==> src/rtl/sdram_arb_pkg.sv <==
// Shared definitions for the SDRAM command-port arbiter: FSM encoding,
// timeout fill value and the index-width helper.
package sdram_arb_pkg;

    typedef enum logic [1:0] {
        ARB_IDLE    = 2'd0,
        ARB_WR_REQ  = 2'd1,
        ARB_RD_REQ  = 2'd2,
        ARB_RD_WAIT = 2'd3
    } arb_state_t;

    // Wide enough for any data bus in use; users keep the low DATA_W bits.
    localparam logic [63:0] RD_TIMEOUT_DATA = '1;

    // Bits needed to index n items, never less than one.
    function automatic int clog2(input int n);
        int w;
        w = 1;
        while ((1 << w) < n) w++;
        return w;
    endfunction

endpackage

==> src/rtl/rr_pick.sv <==
// Combinational round-robin selector: first requester after `last`, in
// circular order. Shared with future DMA arbitration.
module rr_pick
    import sdram_arb_pkg::*;
#(
    parameter int N  = 2,
    parameter int IW = clog2(N)
) (
    input  logic [N-1:0]  req,
    input  logic [IW-1:0] last,
    output logic [IW-1:0] idx,
    output logic          any
);

    logic [IW-1:0] cand;

    // NOTE: every variable driven here gets a value before any branch, so no latch is inferred.
    always_comb begin
        idx  = last;
        any  = 1'b0;
        cand = last;
        for (int k = 1; k <= N; k++) begin
            cand = IW'((int'(last) + k) % N);
            if (!any && req[cand]) begin
                idx = cand;
                any = 1'b1;
            end
        end
    end

endmodule

==> src/rtl/sdram_port_arbiter.sv <==
// Shares the single read/write command port of my_sdram_ctrl between
// NUM_CLIENTS requesters, one outstanding transaction at a time.
module sdram_port_arbiter
    import sdram_arb_pkg::*;
#(
    parameter int NUM_CLIENTS = 2,
    parameter int ADDR_W      = 20,
    parameter int DATA_W      = 16,
    parameter int RD_TIMEOUT  = 1024
) (
    input  logic                          clk,
    input  logic                          reset_n,
    input  logic [NUM_CLIENTS-1:0]        c_req,
    input  logic [NUM_CLIENTS-1:0]        c_we,
    input  logic [NUM_CLIENTS*ADDR_W-1:0] c_addr,
    input  logic [NUM_CLIENTS*DATA_W-1:0] c_wdata,
    output logic [NUM_CLIENTS-1:0]        c_ack,
    output logic [NUM_CLIENTS-1:0]        c_rvalid,
    output logic [DATA_W-1:0]             rdata,
    output logic                          rd_timeout,
    output logic [ADDR_W-1:0]             ctrl_w_addr,
    output logic [ADDR_W-1:0]             ctrl_r_addr,
    output logic [DATA_W-1:0]             ctrl_din,
    output logic                          ctrl_write_req,
    output logic                          ctrl_read_req,
    input  logic                          ctrl_write_gnt,
    input  logic                          ctrl_read_gnt,
    input  logic [DATA_W-1:0]             ctrl_dout,
    input  logic                          ctrl_read_valid,
    input  logic                          ctrl_busy
);

    localparam int IDX_W = clog2(NUM_CLIENTS);
    localparam int CNT_W = clog2(RD_TIMEOUT);
    localparam logic [CNT_W-1:0] CNT_LAST = CNT_W'(RD_TIMEOUT - 1);

    arb_state_t state, state_n;

    logic [IDX_W-1:0]       last_grant, lat_idx, pick_idx;
    logic                   pick_any, take;
    logic [ADDR_W-1:0]      lat_addr;
    logic [DATA_W-1:0]      lat_wdata;
    logic [CNT_W-1:0]       cnt, cnt_n;
    logic                   wgnt_q, rgnt_q, rvalid_q;
    logic                   wgnt_rise, rgnt_rise, rvalid_rise;
    logic [NUM_CLIENTS-1:0] ack_n, rvalid_n;
    logic [DATA_W-1:0]      rdata_n;
    logic                   timeout_n;

    logic [ADDR_W-1:0] addr_arr  [NUM_CLIENTS];
    logic [DATA_W-1:0] wdata_arr [NUM_CLIENTS];

    for (genvar g = 0; g < NUM_CLIENTS; g++) begin : g_unpack
        assign addr_arr[g]  = c_addr[g*ADDR_W +: ADDR_W];
        assign wdata_arr[g] = c_wdata[g*DATA_W +: DATA_W];
    end

    rr_pick #(
        .N  (NUM_CLIENTS),
        .IW (IDX_W)
    ) u_pick (
        .req  (c_req),
        .last (last_grant),
        .idx  (pick_idx),
        .any  (pick_any)
    );

    // Controller handshakes may be levels or pulses; only the rising edge is an event.
    assign wgnt_rise   = ctrl_write_gnt  & ~wgnt_q;
    assign rgnt_rise   = ctrl_read_gnt   & ~rgnt_q;
    assign rvalid_rise = ctrl_read_valid & ~rvalid_q;

    assign ctrl_write_req = (state == ARB_WR_REQ);
    assign ctrl_read_req  = (state == ARB_RD_REQ);
    assign ctrl_w_addr    = lat_addr;
    assign ctrl_r_addr    = lat_addr;
    assign ctrl_din       = lat_wdata;

    // NOTE: sequential state uses non-blocking assignments so every register samples pre-edge values.
    always_ff @(posedge clk) begin
        if (!reset_n) begin
            state <= ARB_IDLE;
        end else begin
            state <= state_n;
        end
    end

    always_comb begin
        state_n   = state;
        take      = 1'b0;
        ack_n     = '0;
        rvalid_n  = '0;
        rdata_n   = rdata;
        timeout_n = rd_timeout;
        cnt_n     = cnt;
        case (state)
            ARB_IDLE: begin
                if (!ctrl_busy && pick_any) begin
                    take    = 1'b1;
                    state_n = c_we[pick_idx] ? ARB_WR_REQ : ARB_RD_REQ;
                end
            end
            ARB_WR_REQ: begin
                if (wgnt_rise) begin
                    ack_n[lat_idx] = 1'b1;
                    state_n        = ARB_IDLE;
                end
            end
            ARB_RD_REQ: begin
                if (rgnt_rise) begin
                    ack_n[lat_idx] = 1'b1;
                    cnt_n          = '0;
                    state_n        = ARB_RD_WAIT;
                end
            end
            ARB_RD_WAIT: begin
                // Real data beats the watchdog when both land on the same edge.
                if (rvalid_rise) begin
                    rdata_n           = ctrl_dout;
                    rvalid_n[lat_idx] = 1'b1;
                    state_n           = ARB_IDLE;
                end else if (cnt == CNT_LAST) begin
                    rdata_n           = RD_TIMEOUT_DATA[DATA_W-1:0];
                    rvalid_n[lat_idx] = 1'b1;
                    timeout_n         = 1'b1;
                    state_n           = ARB_IDLE;
                end else begin
                    cnt_n = cnt + CNT_W'(1);
                end
            end
            default: state_n = ARB_IDLE;
        endcase
    end

    always_ff @(posedge clk) begin
        if (!reset_n) begin
            last_grant <= IDX_W'(NUM_CLIENTS - 1);
            lat_idx    <= '0;
            lat_addr   <= '0;
            lat_wdata  <= '0;
            cnt        <= '0;
            wgnt_q     <= 1'b0;
            rgnt_q     <= 1'b0;
            rvalid_q   <= 1'b0;
            c_ack      <= '0;
            c_rvalid   <= '0;
            rdata      <= '0;
            rd_timeout <= 1'b0;
        end else begin
            wgnt_q     <= ctrl_write_gnt;
            rgnt_q     <= ctrl_read_gnt;
            rvalid_q   <= ctrl_read_valid;
            cnt        <= cnt_n;
            c_ack      <= ack_n;
            c_rvalid   <= rvalid_n;
            rdata      <= rdata_n;
            rd_timeout <= timeout_n;
            if (take) begin
                lat_idx    <= pick_idx;
                lat_addr   <= addr_arr[pick_idx];
                lat_wdata  <= wdata_arr[pick_idx];
                last_grant <= pick_idx;
            end
        end
    end

endmodule
==> config.mk <==
export PLATFORM = sky130hd
export DESIGN_NAME = sdram_port_arbiter
export DESIGN_NICKNAME = d
export VERILOG_FILES = /design/src/rtl/sdram_arb_pkg.sv /design/src/rtl/rr_pick.sv /design/src/rtl/sdram_port_arbiter.sv
export SDC_FILE = /design/constraint.sdc
export NUM_CORES = 1
export LEC_CHECK = 0
export CORE_MARGIN = 3
export CORE_UTILIZATION = 40
export CTS_CLUSTER_DIAMETER = 150
export DETAILED_ROUTE_END_ITERATION = 7
export PLACE_DENSITY = 0.81
export SLEW_MARGIN = 20
export SYNTH_ARGS = -nofsm -noshare
export SYNTH_HDL_FRONTEND = slang
export SYNTH_HIERARCHICAL = 1
export SYNTH_SLANG_ARGS = --single-unit
==> constraint.sdc <==
create_clock -name clk -period 2.1 [get_ports clk]
set_input_delay 0.525 -clock clk [delete_from_list [all_inputs] [get_ports clk]]
set_output_delay 0.525 -clock clk [all_outputs]
set_load 0.02 [all_outputs]
# --- After elaboration in Yosys (flattened, before gate mapping) ---
# Cells that the tools add are included.
totals:
  ff_bits: 74
  inputBits: 98
  output_inout_bits: 79
  elab_cells: 91
op_classes:
  add_sub_neg: 3
  magnitude_cmp: 6
  eq_ne: 10
  mux: 38
  bitwise: 8
  reduce_logical: 13
op_table:
  columns: ["operator", "count"]
  rows:
  - ["16-bit two-way mux", 5]
  - ["20-bit two-way mux", 3]
  - ["10-bit two-way mux", 3]
  - ["2-bit two-way mux", 10]
  - ["10-bit one-hot mux with 2 select lines", 1]
  - ["1-bit two-way mux", 13]
  - ["10-bit by 1-bit adder with 10-bit output (second input constant)", 1]
  - ["10-bit == test (second input constant)", 1]
  - ["1-bit by 2-bit < comparator with 1-bit output (second input constant)", 4]
  - ["2-bit one-hot mux with 4 select lines", 1]
  - ["4-bit AND reduction", 2]
  - ["2-bit inequality test (second input constant)", 3]
  - ["2-bit == test (second input constant)", 2]
  - ["2-bit by 1-bit inequality test with 1-bit output (second input constant)", 2]
  - ["1-bit NOT", 4]
  - ["2-bit one-hot mux with 2 select lines", 1]
  - ["2-bit AND reduction", 2]
  - ["2-bit nonzero test", 2]
  - ["1-bit AND", 3]
  - ["1-bit logical AND", 3]
  - ["3-bit inequality test (second input constant)", 1]
  - ["3-bit AND reduction", 1]
  - ["1-bit adder (second input constant)", 2]
  - ["2-bit by 1-bit == test with 1-bit output (second input constant)", 1]
  - ["other kinds (6)", 7]

# --- Longest topological paths before layout ---
# Gate-level depths: netlist (run 1).
logic_depth:
  ltp_word: 12
  ltp_mapped: 7
  mapped_depth_nobuf: 6

# --- By module ---
# Netlist (run 1), hierarchy kept.
modules_own_cells:
  columns: ["module", "n_inst", "cells_each", "area_each_um2"]
  rows:
  - ["sdram_port_arbiter", 1, 341, 3330.7]
  - ["rr_pick", 1, 3, 20.0]

# --- Worst setup path before layout (run 1) ---
# No wires, ideal clock.
synth_timing:
  path_type: "reg2reg"
  start: "register state[0]"
  end: "register cnt[2]"
  arrival_time_ns: 1.735
  required_ns: 1.958
  path_slack_ns: 0.223
  path_stages_with_launch: 8
  path_buffers: 1
  period_less_slack_ns: 1.877
  cell_sequence: "dfxtp_1 -> inv_1 -> ha_1 -> clkbuf_1 -> nor2_1 -> a211o_1 -> nor2_1 -> a311oi_1"
synth_via:
  elab_chain_len: 3
synth_rtl:
  columns: ["item", "line_no", "text"]
  rows:
  - ["start, declared", "sdram_port_arbiter.sv:37", "arb_state_t state, state_n;"]
  - ["start signal, assigned", "sdram_port_arbiter.sv:84", "state <= state_n;"]
  - ["2-bit == test (*)", null, null]
  - ["via ctrl_read_req", "sdram_port_arbiter.sv:25", "output logic ctrl_read_req,"]
  - ["2-bit by 1-bit inequality test with 1-bit output (no source line) / 2-bit nonzero test (equally long branches)", null, null]
  - ["4-bit AND reduction (no source line)", null, null]
  - ["end signal, assigned", "sdram_port_arbiter.sv:153", "cnt <= cnt_n;"]
  - ["end, declared", "sdram_port_arbiter.sv:43", "logic [CNT_W-1:0] cnt, cnt_n;"]
# The timed path passes the listed nets; every way through them passes the cells marked *.
# A chain may end at the register's enable or synchronous reset.

# --- Worst setup path after layout (run 1) ---
layout_timing:
  start: "input c_req[0]"
  end: "register state[1]"
layout_rtl:
  columns: ["item", "line_no", "text"]
  rows:
  - ["start, declared", "sdram_port_arbiter.sv:13", "input logic [NUM_CLIENTS-1:0] c_req,"]
  - ["1-bit two-way mux (not written as such) (2 in a row)", "rr_pick.sv:24", "if (!any && req[cand]) begin"]
  - ["1-bit two-way mux", "rr_pick.sv:24", null]
  - ["1-bit logical NOT", "rr_pick.sv:24", null]
  - ["1-bit logical AND", "rr_pick.sv:24", null]
  - ["1-bit two-way mux (*)", "rr_pick.sv:24", null]
  - ["via pick_any", "sdram_port_arbiter.sv:40", "logic pick_any, take;"]
  - ["1-bit logical AND (*)", "sdram_port_arbiter.sv:98", "if (!ctrl_busy && pick_any) begin"]
  - ["2-bit inequality test (no source line) (*)", null, null]
  - ["4-bit AND reduction (no source line) (*)", null, null]
# The timed path passes the listed nets; every way through them passes the cells marked *. The select of a mux whose other input is x is not followed.

==> results.py, run 1 <==
metrics = {
    "critical_path": {
        "timing.critical_path.from_type": "input port",
        "cp_top_family": "compound AO/OA/AOI/OAI gates",
        "cp_slowest_cell": "clkdlybuf4s50_1",
        "reg2reg_slack_ps": 240,
        "r2r-start": "cnt[0]$_SDFFE_PN0P_",
        "worstPathRequired_ps": 2350,
        "worstRegToRegCells": 5,
        "cp.buffers_inverters": 1,
        "critical-path-max-stage-delay_ps": 480,
        "setup.worst_path.class": "input port to register",
        "r2r-end": "rdata[8]$_SDFFE_PN0P_",
        "arrival_ps": 2190,
        "cp_cell_sequence": "clkdlybuf4s50_1 > or2_1 > nand2b_1 > a222oi_1 > o21ai_0 > a211oi_1",
        "end_kind": "register",
        "worstPathMaxFanout": 4,
    },
    "logic_synthesis": {
        "netlist-cell-type-count": 40,
        "synth_warn": 6,
        "synth.ff_latch_count": 74,
        "syn_avg_cell_area_um2": 9.740,
        "ys_async_sr_fraction": 0,
        "post_synth_edffs": 0,
        "synthFlopType": "dfxtp_1",
        "synthesis.area_mm2": 0.003351,
        "synthesis.nets": 447,
        "synthesis.instances": 344,
        "synth_sequential_area_ratio": 0.4421,
    },
    "timing": {
        "finalSetupViolations": 0,
        "worst_clock_skew_ps": 10.93,
        "min_period_over_period": 0.9229,
        "final_hold_viol_count": 0,
        "layout_min_cycle_time_ps": 1938,
        "fin_ws_ps": 161.8,
        "worst_hold_slack_ps": 457.0,
        "maxSlewHeadroom": 0.6729,
        "final-max-slew-violation-count": 0,
        "unrepaired_setup_endpoints_after_global_routing": "no",
        "achievable-frequency_mhz": 515.9,
        "worstMarginPinSlew_ps": 490.7,
    },
    "worst_hold_path": {
        "whs_endpoint": "c_ack[0]$_SDFF_PN0_",
        "hold_class": "register to register",
        "timing.hold.worst.start": "lat_idx$_SDFFE_PN0P_",
        "worstHoldPathCells": 1,
    },
    "floorplanning": {
        "fp.dieH_um": 97.53,
        "dieArea_mm2": 0.009511,
        "ioPinCount": 177,
        "initial_core_util": 0.4227,
        "rows": 32,
        "dieWidth_um": 97.53,
        "placeable_core_region_mm2": 0.007928,
    },
    "clock_network": {
        "cts_made_buffers": 9,
        "clkLatencyLatePin_ps": 340,
        "cts.root.buffer_cell": "clkbuf_8",
        "numClockSinks": 74,
        "cts.reportedPaths.clkPinSlew_ps": 70,
        "htree_num_levels": 3,
        "clock_tree_from_tritoncts": "built",
        "postCtsHoldBufs": 0,
        "cts.path.max_buffers": 2,
    },
    "layout": {
        "layout_common_cells": "clkdlybuf4s50_1 (174), dfxtp_1 (74), nor2_1 (43)",
        "diodes": 0,
        "fin_util": 0.6757,
        "leading_cell_type_in_the_layout_fill_and_taps_excluded": "clkdlybuf4s50_1",
        "share_of_post_route_cells_with_drive_strength_above_1": 0.1083,
        "design.final.nets": 607,
        "synthToLayoutAreaGrowth_pct": 59.86,
        "final_cells": 610,
    },
    "power": {
        "power_leakage_nw": 2.047,
        "total_switching_power_mw": 1.773,
        "pwr_density_cell_mw_per_mm2": 920.8,
        "netSwitchingFraction": 0.3595,
        "worst_ir_drop_on_vdd_uv": 429.5,
        "power.share.sequential": 0.359,
        "p_clk_frac": 0.202,
        "cell_internal_pwr_mw": 3.159,
        "combinationalPowerShare": 0.439,
    },
    "place": {
        "routabilityCongestion": 0.7628,
        "dp.final_hpwl_um": 7577,
        "dp_worst_setup_slack_ps": -139.2,
        "numPortBuffers": 176,
        "cell_count_after_placement": 595,
    },
    "drt": {
        "wl_met3_um": 621,
        "drc_errors": 0,
        "highest-signal-layer": "met4",
        "postRouteWirelength_um": 9884,
        "drtPass1Iterations": 4,
        "wl_per_cell_um": 16.20,
        "post_drt_via_cell_ratio": 5.223,
        "detailedRoute.firstIterationViolations": 131,
        "m1WireLength_um": 4201,
        "dr_total_vias": 3186,
        "detailroute.wirelength.met2_um": 4865,
        "route.antenna.remaining_nets": 0,
    },
    "global_route": {
        "maximum_number_of_pins_on_one_net_before_global_route_repair": 53,
        "grt_pass1_vias": 3254,
        "grt_remaining_overflow": 0,
        "grt_first_pass_wirelength_um": 16000,
        "antenna_found_initial": 0,
        "groute.usage.overall": 0.2042,
    },
    "run": {
        "cap_viol_max_count": 0,
    },
    "outcome": {
        "outcome": "completed",
    },
}
-- metrics by stage --
| step | setup TNS [ps] | area [um^2] | total power [mW] |
|---|---|---|---|
| detailed placement | -272.3 | 5169 | 3.974 |
| global placement | -72.24 | 5169 | 3.920 |
| finish | 0 | 5356 | 4.932 |
| CTS | 0 | 5345 | 4.975 |
| global route | 0 | 5356 | 5.208 |
| floorplan | 0 | 3351 | 3.056 |
-- cell type report --
| cell class | instances | area, um^2 |
|---|---|---|
| fill | 595 | 2571 |
| tap | 102 | 127.6 |
| clock buffer | 11 | 151.4 |
| inverter | 12 | 45.04 |
| multi-input combinational | 215 | 1604 |
| sequential | 74 | 1481 |
| timing repair buffer | 192 | 1921 |
| clock inverter | 4 | 26.28 |
-- state kept, by name, indices dropped and copies added, names as in the netlist --
| name | cells |
|---|---|
| rdata | 16 |
| c_rvalid | 2 |
| c_ack | 2 |
| ctrl_din | 16 |
| rgnt_q | 1 |
| state | 2 |
| last_grant | 1 |
| rvalid_q | 1 |
| wgnt_q | 1 |
| cnt | 10 |
| rd_timeout | 1 |
| ctrl_r_addr | 20 |
| lat_idx | 1 |
-- synth_stat cells (2+ instances only) --
library cell,number,area [um^2]
dfxtp_1,74,1481
nor2_1,44,165.2
mux2i_1,41,410.4
a211oi_1,39,292.8
buf_4,20,150.1
clkbuf_1,18,67.56
o221a_2,16,180.2
nand2_1,12,45.04
inv_1,11,41.29
nand3_1,7,35.03
o21ai_0,6,30.03
a21oi_1,5,25.02
ha_1,5,62.56
nand2b_1,5,31.28
a311oi_1,4,35.03
buf_2,4,20.02
and2_1,3,18.77
and3_1,2,12.51
nand3_2,2,20.02
nor3_1,2,10.01
o22ai_1,2,12.51
o311ai_0,2,17.52
o31ai_1,2,15.01
o32ai_1,2,17.52
-- worst max path at each step --
stage | start | endpoint | slack [ps] | cells past startpoint
floorplan | state[0]$_SDFFE_PN0P_ | cnt[2]$_SDFFE_PN0P_ | 220 | 7
global placement | c_req[1] | state[1]$_SDFFE_PN0P_ | -60 | 6
detailed placement | c_req[0] | state[1]$_SDFFE_PN0P_ | -140 | 6
CTS | state[0]$_SDFFE_PN0P_ | ctrl_read_req | 10 | 3
global route | c_req[0] | state[1]$_SDFFE_PN0P_ | 5 | 6
finish | c_req[0] | state[1]$_SDFFE_PN0P_ | 160 | 6
-- worst reg2reg max path, stage by stage (launching register included) --
cell and delay [ps]:
dfxtp_1 390, ha_1 230, nand3_2 100, or3_4 410, o21ai_4 390, o221a_2 280
-- metal layers --
metal  global-route usage  vias up
met5                    0        -
met4              0.07881        0
met3              0.04307       16
met2               0.3463      140
met1               0.2528     1462
li1                     -     1568
-- what timing repair did --
action,in CTS,in global routing
resized for setup,1,2
endpoints found under the setup margin,1,3
setup buffers,0,0
pin swaps,0,1
-- power by group through the flow --
| stage | clock, mW | combinational (mW) | sequential, mW |
|---|---|---|---|
| after floorplan | 0 | 1.07 | 1.98 |
| after detailed placement | 0 | 2.18 | 1.80 |
| after CTS | 1.02 | 2.19 | 1.77 |
| after global placement | 0 | 2.13 | 1.79 |
| after global routing | 1.07 | 2.34 | 1.80 |
| final | 0.998 | 2.16 | 1.77 |
-- kinds of logic after synthesis --
logic type,synth area share
compound gates,0.2121
simple gates,0.1169
flops,0.4421
buf+inv,0.08775
mux,0.1225
fa+ha+maj,0.01867
Power figures use the tool's default switching activity.
==> run 2: changes to the inputs <==
--- a/config.mk
+++ b/config.mk
@@ -9,9 +9,8 @@
 export CORE_UTILIZATION = 40
 export CTS_CLUSTER_DIAMETER = 150
 export DETAILED_ROUTE_END_ITERATION = 7
-export PLACE_DENSITY = 0.81
+export PLACE_DENSITY = 0.8
 export SLEW_MARGIN = 20
 export SYNTH_ARGS = -nofsm -noshare
 export SYNTH_HDL_FRONTEND = slang
-export SYNTH_HIERARCHICAL = 1
 export SYNTH_SLANG_ARGS = --single-unit
==> results.py, run 2 <==
metrics = {
    "layout": {
        "design.final.nets": 618,
        "diodes": 0,
        "layout_common_cells": "clkdlybuf4s50_1 (174), dfxtp_1 (74), nor2_1 (43)",
        "fin_util": 0.6506,
        "fill_cell_total_of_the_finished_layout": 693,
        "share_of_post_route_cells_with_drive_strength_above_1": 0.1060,
        "largest_register_ff_count": 20,
        "synthToLayoutAreaGrowth_pct": 55.17,
        "leading_cell_type_in_the_layout_fill_and_taps_excluded": "clkdlybuf4s50_1",
    },
    "outcome": {
        "outcome": "completed",
    },
    "floorplanning": {
        "rows": 33,
        "dieArea_mm2": 0.009900,
        "ioPinCount": 177,
        "fp.dieH_um": 99.50,
        "placeable_core_region_mm2": 0.008341,
        "initial_core_util": 0.4193,
        "dieWidth_um": 99.50,
    },
    "power": {
        "total_switching_power_mw": 1.681,
        "combinationalPowerShare": 0.416,
        "p_clk_frac": 0.222,
        "netSwitchingFraction": 0.3450,
        "power_leakage_nw": 2.101,
        "worst_ir_drop_on_vdd_uv": 585.5,
        "pwr_density_cell_mw_per_mm2": 898.2,
        "power.share.sequential": 0.362,
        "cell_internal_pwr_mw": 3.192,
        "overall_power_mw": 4.874,
    },
    "timing": {
        "fin_ws_ps": 116.4,
        "layout_min_cycle_time_ps": 1984,
        "min_period_over_period": 0.9446,
        "achievable-frequency_mhz": 504.1,
        "worstMarginPinSlew_ps": 417.9,
        "unrepaired_setup_endpoints_after_global_routing": "no",
        "maxSlewHeadroom": 0.7179,
        "worst_hold_slack_ps": 469.6,
        "final_hold_viol_count": 0,
        "final-max-slew-violation-count": 0,
        "finalSetupViolations": 0,
        "setup_total_negative_slack_ps": 0,
        "worst_clock_skew_ps": 7.306,
    },
    "clock_network": {
        "postCtsHoldBufs": 0,
        "cts.reportedPaths.clkPinSlew_ps": 80,
        "cts_made_buffers": 9,
        "clkLatencyLatePin_ps": 340,
        "cts.root.buffer_cell": "clkbuf_8",
        "clock_tree_from_tritoncts": "built",
        "numClockSinks": 74,
        "cts.path.max_buffers": 2,
        "htree_num_levels": 3,
    },
    "logic_synthesis": {
        "synthesis.nets": 459,
        "ys_async_sr_fraction": 0,
        "synth.ff_latch_count": 74,
        "synth_warn": 0,
        "synthesis.area_mm2": 0.003497,
        "synthDominantCellAreaShare": 0.4236,
        "yosysMostFrequentCell": "dfxtp_1",
        "yosys-top-cells-area": "dfxtp_1 (42%), mux2i_1 (11%), a211oi_1 (7.9%)",
        "synthesis.instances": 356,
        "post_synth_edffs": 0,
        "synthFlopType": "dfxtp_1",
        "synth.top_cells.by_count": "dfxtp_1 (74), nor2_1 (43), mux2i_1 (38), a211oi_1 (37), buf_4 (21)",
        "synth_area_leader_cell": "dfxtp_1",
        "synth_sequential_area_ratio": 0.4236,
        "netlist-cell-type-count": 51,
        "syn_avg_cell_area_um2": 9.823,
    },
    "critical_path": {
        "cp_slowest_cell": "dfxtp_1",
        "setup.worst_path.class": "register to output pin",
        "cp_top_family": "buffers and inverters",
        "worstPathRequired_ps": 1570,
        "cp_cell_sequence": "inv_1 > ha_1 > dlygate4sd2_1",
        "cp.buffers_inverters": 2,
        "arrival_ps": 1460,
        "timing.critical_path.from_type": "register",
        "critical-path-max-stage-delay_ps": 390,
        "worstPathMaxFanout": 7,
        "end_kind": "output pin",
    },
    "place": {
        "numPortBuffers": 176,
        "routabilityCongestion": 0.8743,
        "dp.final_hpwl_um": 7594,
        "dp_worst_setup_slack_ps": -12.74,
    },
    "drt": {
        "detailedRoute.firstIterationViolations": 78,
        "wl_per_cell_um": 15.59,
        "dr_total_vias": 3218,
        "drtPass1Iterations": 5,
        "route.antenna.remaining_nets": 0,
        "drc_errors": 0,
        "postRouteWirelength_um": 9729,
        "post_drt_via_cell_ratio": 5.157,
    },
    "global_route": {
        "grt_remaining_overflow": 0,
        "antenna_found_initial": 0,
        "grt_first_pass_wirelength_um": 15140,
        "maximum_number_of_pins_on_one_net_before_global_route_repair": 61,
        "groute.usage.overall": 0.1926,
        "grt_pass1_vias": 3055,
    },
    "worst_hold_path": {
        "hold_class": "register to register",
    },
    "run": {
        "cap_viol_max_count": 0,
    },
}
==> run 2: layout make-up <==
class	count	area, um^2	share of cell area
timing repair buffer	190	1889	0.3482
multi-input combinational	231	1698	0.3129
sequential	74	1481	0.2730
clock buffer	10	137.6	0.02536
tap	105	131.4	0.02421
clock inverter	5	55.05	0.01015
inverter	9	33.78	0.006226
==> run 2: metal layers <==
metal  GRT usage  vias to the layer above  share of wire
met3     0.09818                       10           0.11
met5           0                        -              0
li1            -                     1614              -
met2      0.3347                      130           0.49
met1      0.2010                     1464           0.38
met4     0.06408                        0          0.016
==> run 2: cells by family after synthesis <==
logic type,synth area share
buf+inv,0.09231
mux,0.1088
compound gates,0.2014
flops,0.4236
simple gates,0.1560
fa+ha+maj,0.01789
==> run 2: power by group through the flow <==
stage | Clock, mW | Sequential [mW] | Combinational, mW
5_1_grt | 1.17 | 1.80 | 2.18
6_report | 1.08 | 1.76 | 2.03
3_3_place_gp | 0 | 1.79 | 2.03
3_5_place_dp | 0 | 1.80 | 2.05
2_1_floorplan | 0 | 1.99 | 1.01
4_1_cts | 1.11 | 1.77 | 2.05
==> run 2: final timing paths <==
| kind | from | to | slack (ps) | cells after the start |
|---|---|---|---|---|
| hold reg to reg | rd_timeout$_SDFFE_PN0P_ | rd_timeout$_SDFFE_PN0P_ | 470 | 1 |
| setup / recovery | state[0]$_SDFFE_PN0P_ | ctrl_read_req | 120 | 3 |
| setup reg to reg | cnt[0]$_SDFFE_PN0P_ | cnt[4]$_SDFFE_PN0P_ | 210 | 6 |
| hold / removal | rd_timeout$_SDFFE_PN0P_ | rd_timeout$_SDFFE_PN0P_ | 470 | 1 |
==> run 2: timing repair <==
action                     CTS  global route
setup endpoints to repair    2             0
buffers inserted             0             0
resized for setup            2             0
==> run 2: worst register-to-register path, stage by stage (launching register included) <==
cell and delay, ps:
dfxtp_1 410, ha_1 270, nand4_2 210, o311ai_4 420, nor3b_1 90, buf_4 170
a32o_1 210
==> run 2: stage by stage <==
stage | cells | instance area (um^2)
2_1_floorplan | 356 | 3497
3_3_place_gp | 609 | 5236
3_5_place_dp | 609 | 5236
4_1_cts | 624 | 5426
5_1_grt | 624 | 5426
6_report | 624 | 5426
